<file path="src/rtl/p256_pkg.sv">
// p256_pkg: shared constants and arbiter state encoding for the P-256 squaring arbiter
package p256_pkg;
  localparam logic [255:0] P = 256'hFFFFFFFF00000001000000000000000000000000FFFFFFFFFFFFFFFFFFFFFFFF;
  localparam int WORD_W = 32;
  localparam int WORDS = 8;
  localparam int ADDR_W = 3;
  localparam logic [1:0] IDLE = 2'd0;
  localparam logic [1:0] START = 2'd1;
  localparam logic [1:0] RUN = 2'd2;
endpackage

</file>
<file path="src/rtl/p256_rr_pick.sv">
// p256_rr_pick: combinational round-robin picker, first set bit after ptr modulo N
module p256_rr_pick #(
  parameter int N = 4,
  parameter int IW = $clog2(N)
) (
  input  logic [N-1:0]  req_i,
  input  logic [IW-1:0] ptr_i,
  output logic [IW-1:0] idx_o,
  output logic          valid_o
);
  logic [IW-1:0] c;
  always_comb begin
    idx_o = '0;
    c = '0;
    for (int k = N; k >= 1; k--) begin
      c = IW'((int'(ptr_i) + k) % N);
      idx_o = req_i[c] ? c : idx_o;
    end
  end
  assign valid_o = |req_i;
endmodule

</file>
<file path="src/rtl/p256_square_arbiter.sv">
// p256_square_arbiter: round-robin sharing of one P-256 square core among NUM_REQ RAM owners
module p256_square_arbiter
  import p256_pkg::*;
#(
  parameter int NUM_REQ = 4,
  parameter int TIMEOUT_CYCLES = 4096
) (
  input  logic                      clk,
  input  logic                      rst_n,
  input  logic [NUM_REQ-1:0]        req,
  output logic [NUM_REQ-1:0]        gnt,
  output logic [NUM_REQ-1:0]        done,
  output logic [NUM_REQ-1:0]        err,
  output logic                      busy,
  input  logic [WORD_W*NUM_REQ-1:0] req_a_din,
  output logic [ADDR_W-1:0]         req_a_addr,
  output logic [ADDR_W-1:0]         req_d_addr,
  output logic [WORD_W-1:0]         req_d_dout,
  output logic [NUM_REQ-1:0]        req_d_wren,
  output logic                      core_rst_n,
  output logic                      core_ena,
  output logic [WORD_W-1:0]         core_a_din,
  input  logic [ADDR_W-1:0]         core_a_addr,
  input  logic [ADDR_W-1:0]         core_d_addr,
  input  logic [WORD_W-1:0]         core_d_dout,
  input  logic                      core_d_wren,
  input  logic                      core_rdy
);
  localparam int IW = $clog2(NUM_REQ);
  localparam int TW = $clog2(TIMEOUT_CYCLES + 1);
  localparam logic [NUM_REQ-1:0] ONE = NUM_REQ'(1);
  logic [1:0] state_q, state_d;
  logic [IW-1:0] owner_q, owner_d, ptr_q, ptr_d, pick_idx;
  logic [TW-1:0] timer_q, timer_d;
  logic [NUM_REQ-1:0] gnt_q, gnt_d, done_q, done_d, err_q, err_d;
  logic busy_q, busy_d, core_rst_n_q, core_rst_n_d, core_ena_q, core_ena_d;
  logic pick_valid, timeout, release_job;
  p256_rr_pick #(.N(NUM_REQ)) u_pick (
    .req_i(req),
    .ptr_i(ptr_q),
    .idx_o(pick_idx),
    .valid_o(pick_valid)
  );
  assign timeout = timer_q == TW'(TIMEOUT_CYCLES - 1);
  assign release_job = core_rdy || timeout || !req[owner_q];
  always_comb begin
    state_d = state_q;
    owner_d = owner_q;
    ptr_d = ptr_q;
    timer_d = timer_q;
    gnt_d = gnt_q;
    busy_d = busy_q;
    core_rst_n_d = core_rst_n_q;
    core_ena_d = core_ena_q;
    done_d = '0;
    err_d = '0;
    case (state_q)
      IDLE: if (pick_valid) begin
        owner_d = pick_idx;
        gnt_d = ONE << pick_idx;
        busy_d = 1'b1;
        state_d = START;
      end
      START: begin
        core_rst_n_d = 1'b1;
        core_ena_d = 1'b1;
        timer_d = '0;
        state_d = RUN;
      end
      RUN: begin
        timer_d = &timer_q ? timer_q : timer_q + 1'b1;
        if (release_job) begin
          done_d[owner_q] = core_rdy;
          err_d[owner_q] = !core_rdy && timeout;
          gnt_d = '0;
          busy_d = 1'b0;
          core_ena_d = 1'b0;
          core_rst_n_d = 1'b0;
          ptr_d = owner_q;
          state_d = IDLE;
        end
      end
      default: begin
        gnt_d = '0;
        busy_d = 1'b0;
        core_ena_d = 1'b0;
        core_rst_n_d = 1'b0;
        state_d = IDLE;
      end
    endcase
  end
  always_ff @(posedge clk) begin
    if (!rst_n) begin
      state_q <= IDLE;
      owner_q <= '0;
      ptr_q <= IW'(NUM_REQ - 1);
      timer_q <= '0;
      gnt_q <= '0;
      done_q <= '0;
      err_q <= '0;
      busy_q <= 1'b0;
      core_rst_n_q <= 1'b0;
      core_ena_q <= 1'b0;
    end else begin
      state_q <= state_d;
      owner_q <= owner_d;
      ptr_q <= ptr_d;
      timer_q <= timer_d;
      gnt_q <= gnt_d;
      done_q <= done_d;
      err_q <= err_d;
      busy_q <= busy_d;
      core_rst_n_q <= core_rst_n_d;
      core_ena_q <= core_ena_d;
    end
  end
  assign gnt = gnt_q;
  assign done = done_q;
  assign err = err_q;
  assign busy = busy_q;
  assign core_rst_n = core_rst_n_q;
  assign core_ena = core_ena_q;
  assign req_a_addr = core_a_addr;
  assign req_d_addr = core_d_addr;
  assign req_d_dout = core_d_dout;
  assign req_d_wren = (core_d_wren && state_q == RUN) ? ONE << owner_q : '0;
  assign core_a_din = req_a_din[owner_q*WORD_W +: WORD_W];
endmodule
</file>
<file path="config.mk">
export PLATFORM = sky130hd
export DESIGN_NAME = p256_square_arbiter
export DESIGN_NICKNAME = d
export VERILOG_FILES = /design/src/rtl/p256_pkg.sv /design/src/rtl/p256_rr_pick.sv /design/src/rtl/p256_square_arbiter.sv
export SDC_FILE = /design/constraint.sdc
export NUM_CORES = 1
export LEC_CHECK = 0
export ABC_AREA = 0
export BUFFER_PORTS_ARGS = -buffer_cell sky130_fd_sc_hd__clkbuf_2
export CORE_ASPECT_RATIO = 1.4
export CORE_MARGIN = 2
export CORE_UTILIZATION = 25
export CTS_BUF_LIST = sky130_fd_sc_hd__clkbuf_4 sky130_fd_sc_hd__clkbuf_8
export DETAILED_ROUTE_END_ITERATION = 12
export GPL_TIMING_DRIVEN = 0
export MAX_ROUTING_LAYER = met4
export PLACE_DENSITY = 0.66
export SLEW_MARGIN = 25
export SYNTH_ARGS = -nofsm -noshare
export SYNTH_HDL_FRONTEND = slang
export SYNTH_SLANG_ARGS = --single-unit
</file>
<file path="constraint.sdc">
create_clock -name clk -period 3.35 [get_ports clk]
set_input_delay 0.8375 -clock clk [delete_from_list [all_inputs] [get_ports clk]]
set_output_delay 0.8375 -clock clk [all_outputs]
set_load 0.05 [all_outputs]
</file>
# Yosys cells after proc, flatten, opt, wreduce, memory -nomap -nowiden
# Index checks and enable logic that the tools add are counted.
# Widths: inputs -> output; s select.
[word_totals] ff_bits=33 inputBits=174 out_inout_bits=89 word_cells=80
[op_classes] add_sub_neg=5 magnitude_cmp=6 n_eq_ne=6 shift=3 mux=29 bitwise_logic=4 reduce_logical=18
[op_table] cell="$shiftx 128x8->32" count=1
[op_table] cell="$pmux 13 s2" count=1
[op_table] cell="$lt 2x3->1 const B" count=5
[op_table] cell="$add 13x1->13 const B" count=1
[op_table] cell="$eq 13x12->1 const B" count=1
[op_table] cell="$mux 13" count=1
[op_table] cell="$reduce_and 13->1" count=1
[op_table] cell="$mux 2" count=6
[op_table] cell="$mux 4" count=3
[op_table] cell="$pmux 4 s3" count=1
[op_table] cell="$bmux 1 s2" count=5
[op_table] cell="$reduce_and 2->1" count=5
[op_table] cell="$and 4x4->4" count=2
[op_table] cell="$mux 1" count=8
[op_table] cell="$shl 1x2->4 const A" count=2
[op_table] cell="$ne 2x2->1 const B" count=3
[op_table] cell="$pmux 1 s3" count=2
[op_table] cell="$pmux 2 s3" count=1
[op_table] cell="$reduce_and 3->1" count=2
[op_table] cell="$add 2x1->2 const B" count=2
[op_table] cell="$add 2x2->2 const B" count=2
[op_table] cell="$reduce_or 4->1" count=1
[op_table] cell="$logic_and 1x1->1" count=3
[op_table] cell="$demux 1 s2" count=1
[op_table] cell="other kinds (8)" count=11

# Logic depth before layout (Yosys ltp)
[depth] word_depth=10 depth_mapped=5 depth_no_buf=5

# Cells and area by module
# From an unflattened synthesis, not the netlist that was laid out.
[unflattened] hier_cells=270 area_unflattened_um2=2695.1
[by_module_without_submodules] mod="p256_square_arbiter" n_inst=1 cells_per_inst=256 area_per_inst_um2=2603.7 seq_area_each_um2=660.6
[by_module_without_submodules] mod="p256_rr_pick" n_inst=1 cells_per_inst=14 area_per_inst_um2=91.3 seq_area_each_um2=0.0

# Worst setup path before layout
# Ideal clock, no wire load.
[synth_path] kind="flip-flop to output port" from="register state_q[1]" to="output req_d_wren[0]" arrival_ps=2032 required_ps=2513 slack_ps=480 stages_incl_launch_ff=5 path_buffers=1 path_cell_list="dfxtp_1 > nor2b_1 > clkbuf_1 > nand2_1 > nor3_1"
[synth_via] elab_chain_cells=3
[synth_rtl] element="start, declared" line_no="p256_square_arbiter.sv:32" text="logic [1:0] state_q, state_d;"
[synth_rtl] element="start signal, assigned" line_no="p256_square_arbiter.sv:105" text="state_q <= state_d;"
[synth_rtl] element="$eq 2x2->1" line_no="p256_square_arbiter.sv:126" text="assign req_d_wren = (core_d_wren && state_q == RUN) ? ONE << owner_q : '0;"
[synth_rtl] element="$logic_and 1x1->1" line_no="p256_square_arbiter.sv:126"
[synth_rtl] element="$mux 4" line_no="p256_square_arbiter.sv:126"
[synth_rtl] element="end, declared" line_no="p256_square_arbiter.sv:19" text="output logic [NUM_REQ-1:0] req_d_wren,"
# Every way passes these cells.

# Final worst setup path
[layout_path] from="register owner_q[1]" to="output core_a_din[5]"
[layout_via] elab_chain_cells=1
[layout_rtl] element="start, declared" line_no="p256_square_arbiter.sv:33" text="logic [IW-1:0] owner_q, owner_d, ptr_q, ptr_d, pick_idx;"
[layout_rtl] element="start signal, assigned" line_no="p256_square_arbiter.sv:106" text="owner_q <= owner_d;"
[layout_rtl] element="$shiftx 128x8->32" line_no="p256_square_arbiter.sv:127" text="assign core_a_din = req_a_din[owner_q*WORD_W +: WORD_W];"
[layout_rtl] element="end, declared" line_no="p256_square_arbiter.sv:22" text="output logic [WORD_W-1:0] core_a_din,"
# Every way passes these cells.

==> results.md <==
* Largest vdd supply drop at about 0.13 mV
* Area Overhead vs Synth at 52.0%
* FF+latch area at about 660 um2
* H-tree levels at 2
* Yosys Warn Count at 0
* Distinct cells, synth at between 40 and 50
* CTS tree: built
* Final clock period utilization by the worst path at 0.885
* Clock buffer depth at 2
* Met3 Routed Length at approximately 1300 um
* Final cell count without fillers at 640
* Clock power share at 0.194
* Crit Reg-Reg Startpoint: timer_q[0]
* Post-synthesis sequential area ratio at 0.248
* Core area at between 10000 and 15000 um2
* CP Launch Type: flip-flop
* Worst endpoint data arrival time at roughly 2.1 ns
* First drt pass iteration count at 6
* DR WL/cell at roughly 19 um
* Final Hold Fails at 0
* Initial antenna violation count at 2
* Die height at around 130 um
* Postcts setup bufs at 0
* Die ar. at approximately 12000 um2
* Hold EP: gnt[3]
* Hold Crit Class: reg2reg
* Largest family of logic cells by synthesized area: multiplexers
* Worst-Margin Slew at about 0.83 ns
* GRT Total Usage at 0.206
* Vias at 3231
* Post-CTS sizing at 0
* Synth Instances at 268
* Met1 Routed Length at about 4600 um
* Initial Utilization at 0.256
* Post-Place Cells at 630
* Crit end category: output port
* Max Cap Viol at 0
* Internal power at between 0.8 and 0.9 mW
* Syn nets at roughly 440
* Switching Fraction at 0.466
* RSZ-0062 raised after global routing: false
* Area of the multi-input gates at 1630 um2
* Cells on worst reg2reg path at 5
* Root Driver: clkbuf_8
* Top layer in use: met4
* Comb pwr share at 0.534
* Most used DFF post-synth: dfxtp_1
* Vias in the first global route at 3076
* Largest net degree at the start of global routing at 12
* Synthesized area per cell at ~9.9 um2
* DRT Wirelength at 11900 um
* Met2 wire length at 5770 um
* Synth Area in XOR/XNOR at 0
* WHS Path Cells at 1
* Worst R2R Setup Slack at between 1 and 1.5 ns
* Fin crit period at 2.96 ns
* Port buffer count at between 200 and 250
* Sequential Power Share at 0.272
* Multiplexer area fraction after synthesis at 0.298
* Post-synth EDFFs at 0
* Async set-reset flop share out of synthesis at 0
* Top cell type's share of synthesized area at 0.279
* Synth area leaders: mux4_2 28%, dfxtp_1 25%, buf_4 11%, nor2_1 2.8%, o211ai_1 2.8%
* # setup viols final at 0
* Simple-gate portion of the synthesized area at 0.193
* Share of cells above drive strength 1 at 0.628
* Required time worst endpoint at around 2.5 ns
* Synthesized area at about 2700 um2
* Leak at 1.94 nW
* Critical path type: reg2out
* Worst-Skew Late Latency at 0.30 ns
* First-pass GRT wire length at about 17000 um
* Synth top cells by count: 39 x buf_4, 33 x dfxtp_1, 33 x mux4_2
* Initial DRC count at 150
* Site row count at 44
* Setup TNS at 0 ns
* Post-DR vias/cell at around 5
* Filler cells at 1068
* Top fanout value on the critical path at 10
* Slew HR at 0.443
* Gpl congestion at about 0.92
* Most common cell in the netlist: buf_4
* Area leader, netlist: mux4_2
* #FFs+latches synth at 33
* Net switching power figure at 0.724 mW
* Die width at ~90 um
* Nets at ~670
* HPWL Detailed at between 10000 and 15000 um
* Num CTS Buffers at 5
* DRC Markers at 0
* Cts hold-fix bufs at 0
* Compound-cell area share of the yosys netlist at 0.116
* Routed Antenna Nets at 0
* Status: finished, final reports clean
* Fmax achieved at between 0.3 and 0.4 GHz
* Min-delay src: gnt[3]
* Clk_skew at between 0.008 and 0.009 ns
* Power density cells at 384 nW/um2
* Area share of fa/ha/maj cells after synthesis at 0.00470
* Clk sinks at 33
* R2R Path End: timer_q[10]
* Final Max Tran Viols at 0
* CTS clk-pin slew, worst paths at ~0.07 ns
* Total congestion overflow at 0
* IO Pins at ~260
kinds of logic after synthesis:
group | count (synthesis)
simple gates | 92
buf+inv | 60
mux | 38
flops | 33
compound gates | 44
fa+ha+maj | 1
state kept, by name, summed over array words and instances (netlist names):
name	flops
timer_q	13
done	4
err	4
gnt	4
owner_q	2
ptr_q	2
state_q	2
busy	1
core_ena	1
worst max-delay path by stage:
stage / from / to / slack, ns / cells past startpoint
after floorplan: state_q[1] / req_d_wren[0] / 0.48 / 4
after global placement: owner_q[0] / core_a_din[18] / 0.70 / 4
after detailed placement: owner_q[0] / core_a_din[18] / 0.69 / 4
after CTS: owner_q[0] / core_a_din[18] / 0.36 / 4
after global routing: owner_q[0] / core_a_din[18] / 0.22 / 4
final: owner_q[1] / core_a_din[5] / 0.39 / 4
power groups by stage:
stage	sequential, mW	clock [mW]	combinational [mW]
after floorplan	0.454	0	0.580
after global placement	0.430	0	0.829
after detailed placement	0.431	0	0.834
after CTS	0.422	0.310	0.837
after global routing	0.423	0.328	0.871
final	0.422	0.302	0.830
stage by stage:
stage / setup WS, ns / total power [mW] / hold slack (ns) / util / area (um2)
finish: 0.385 / 1.55 / 0.466 / 0.389 / 4050
global route: 0.218 / 1.62 / 0.503 / 0.389 / 4050
CTS: 0.363 / 1.57 / 0.471 / 0.389 / 4040
detailed placement: 0.691 / 1.26 / 0.454 / 0.380 / 3960
global placement: 0.696 / 1.26 / 0.448 / 0.380 / 3960
floorplan: 0.480 / 1.03 / 0.465 / - / 2660
worst max-delay path, stage by stage (launching register included):
cell and delay, ns:
dfxtp_1 0.31, clkbuf_1 0.19, buf_1 0.58, mux4_2 0.48
clkbuf_2 0.27
placed cells by master, fill, tap and decap left out, types with 2 or more instances in the layout:
master	instances
clkbuf_8	5
o21a_1	2
diode_2	2
mux4_2	33
nor3_1	7
or3_1	6
a31oi_1	3
nand3_1	6
inv_1	9
a21o_1	3
a211oi_1	4
clkinv_2	2
buf_4	39
clkbuf_1	4
o21ai_1	3
nor2b_1	5
nand2_1	16
buf_2	3
clkbuf_2	224
nand2b_1	5
a22o_1	2
a21oi_1	8
o21ai_0	2
dfxtp_1	33
nor4_1	4
buf_1	5
nor2_1	20
o211ai_1	10
nand4_1	9
and4_1	2
mux2i_1	5
o2bb2ai_1	2
layer usage:
metal,vias up,global-route usage
li1,1458,-
met1,1514,0.243
met2,236,0.344
met3,23,0.0610
met4,0,0.0544
met5,-,-
layout make-up:
cell class,count,area share
Buffer,51,0.0844
Clock buffer,5,0.0170
Clock inverter,3,0.00433
Timing Repair Buffer,224,0.277
Antenna cell,2,0.00124
Multi-Input combinational cell,175,0.402
Inverter,9,0.00834
Tap cell,138,0.0426
Sequential cell,33,0.163
Power figures use the tool's default switching activity.
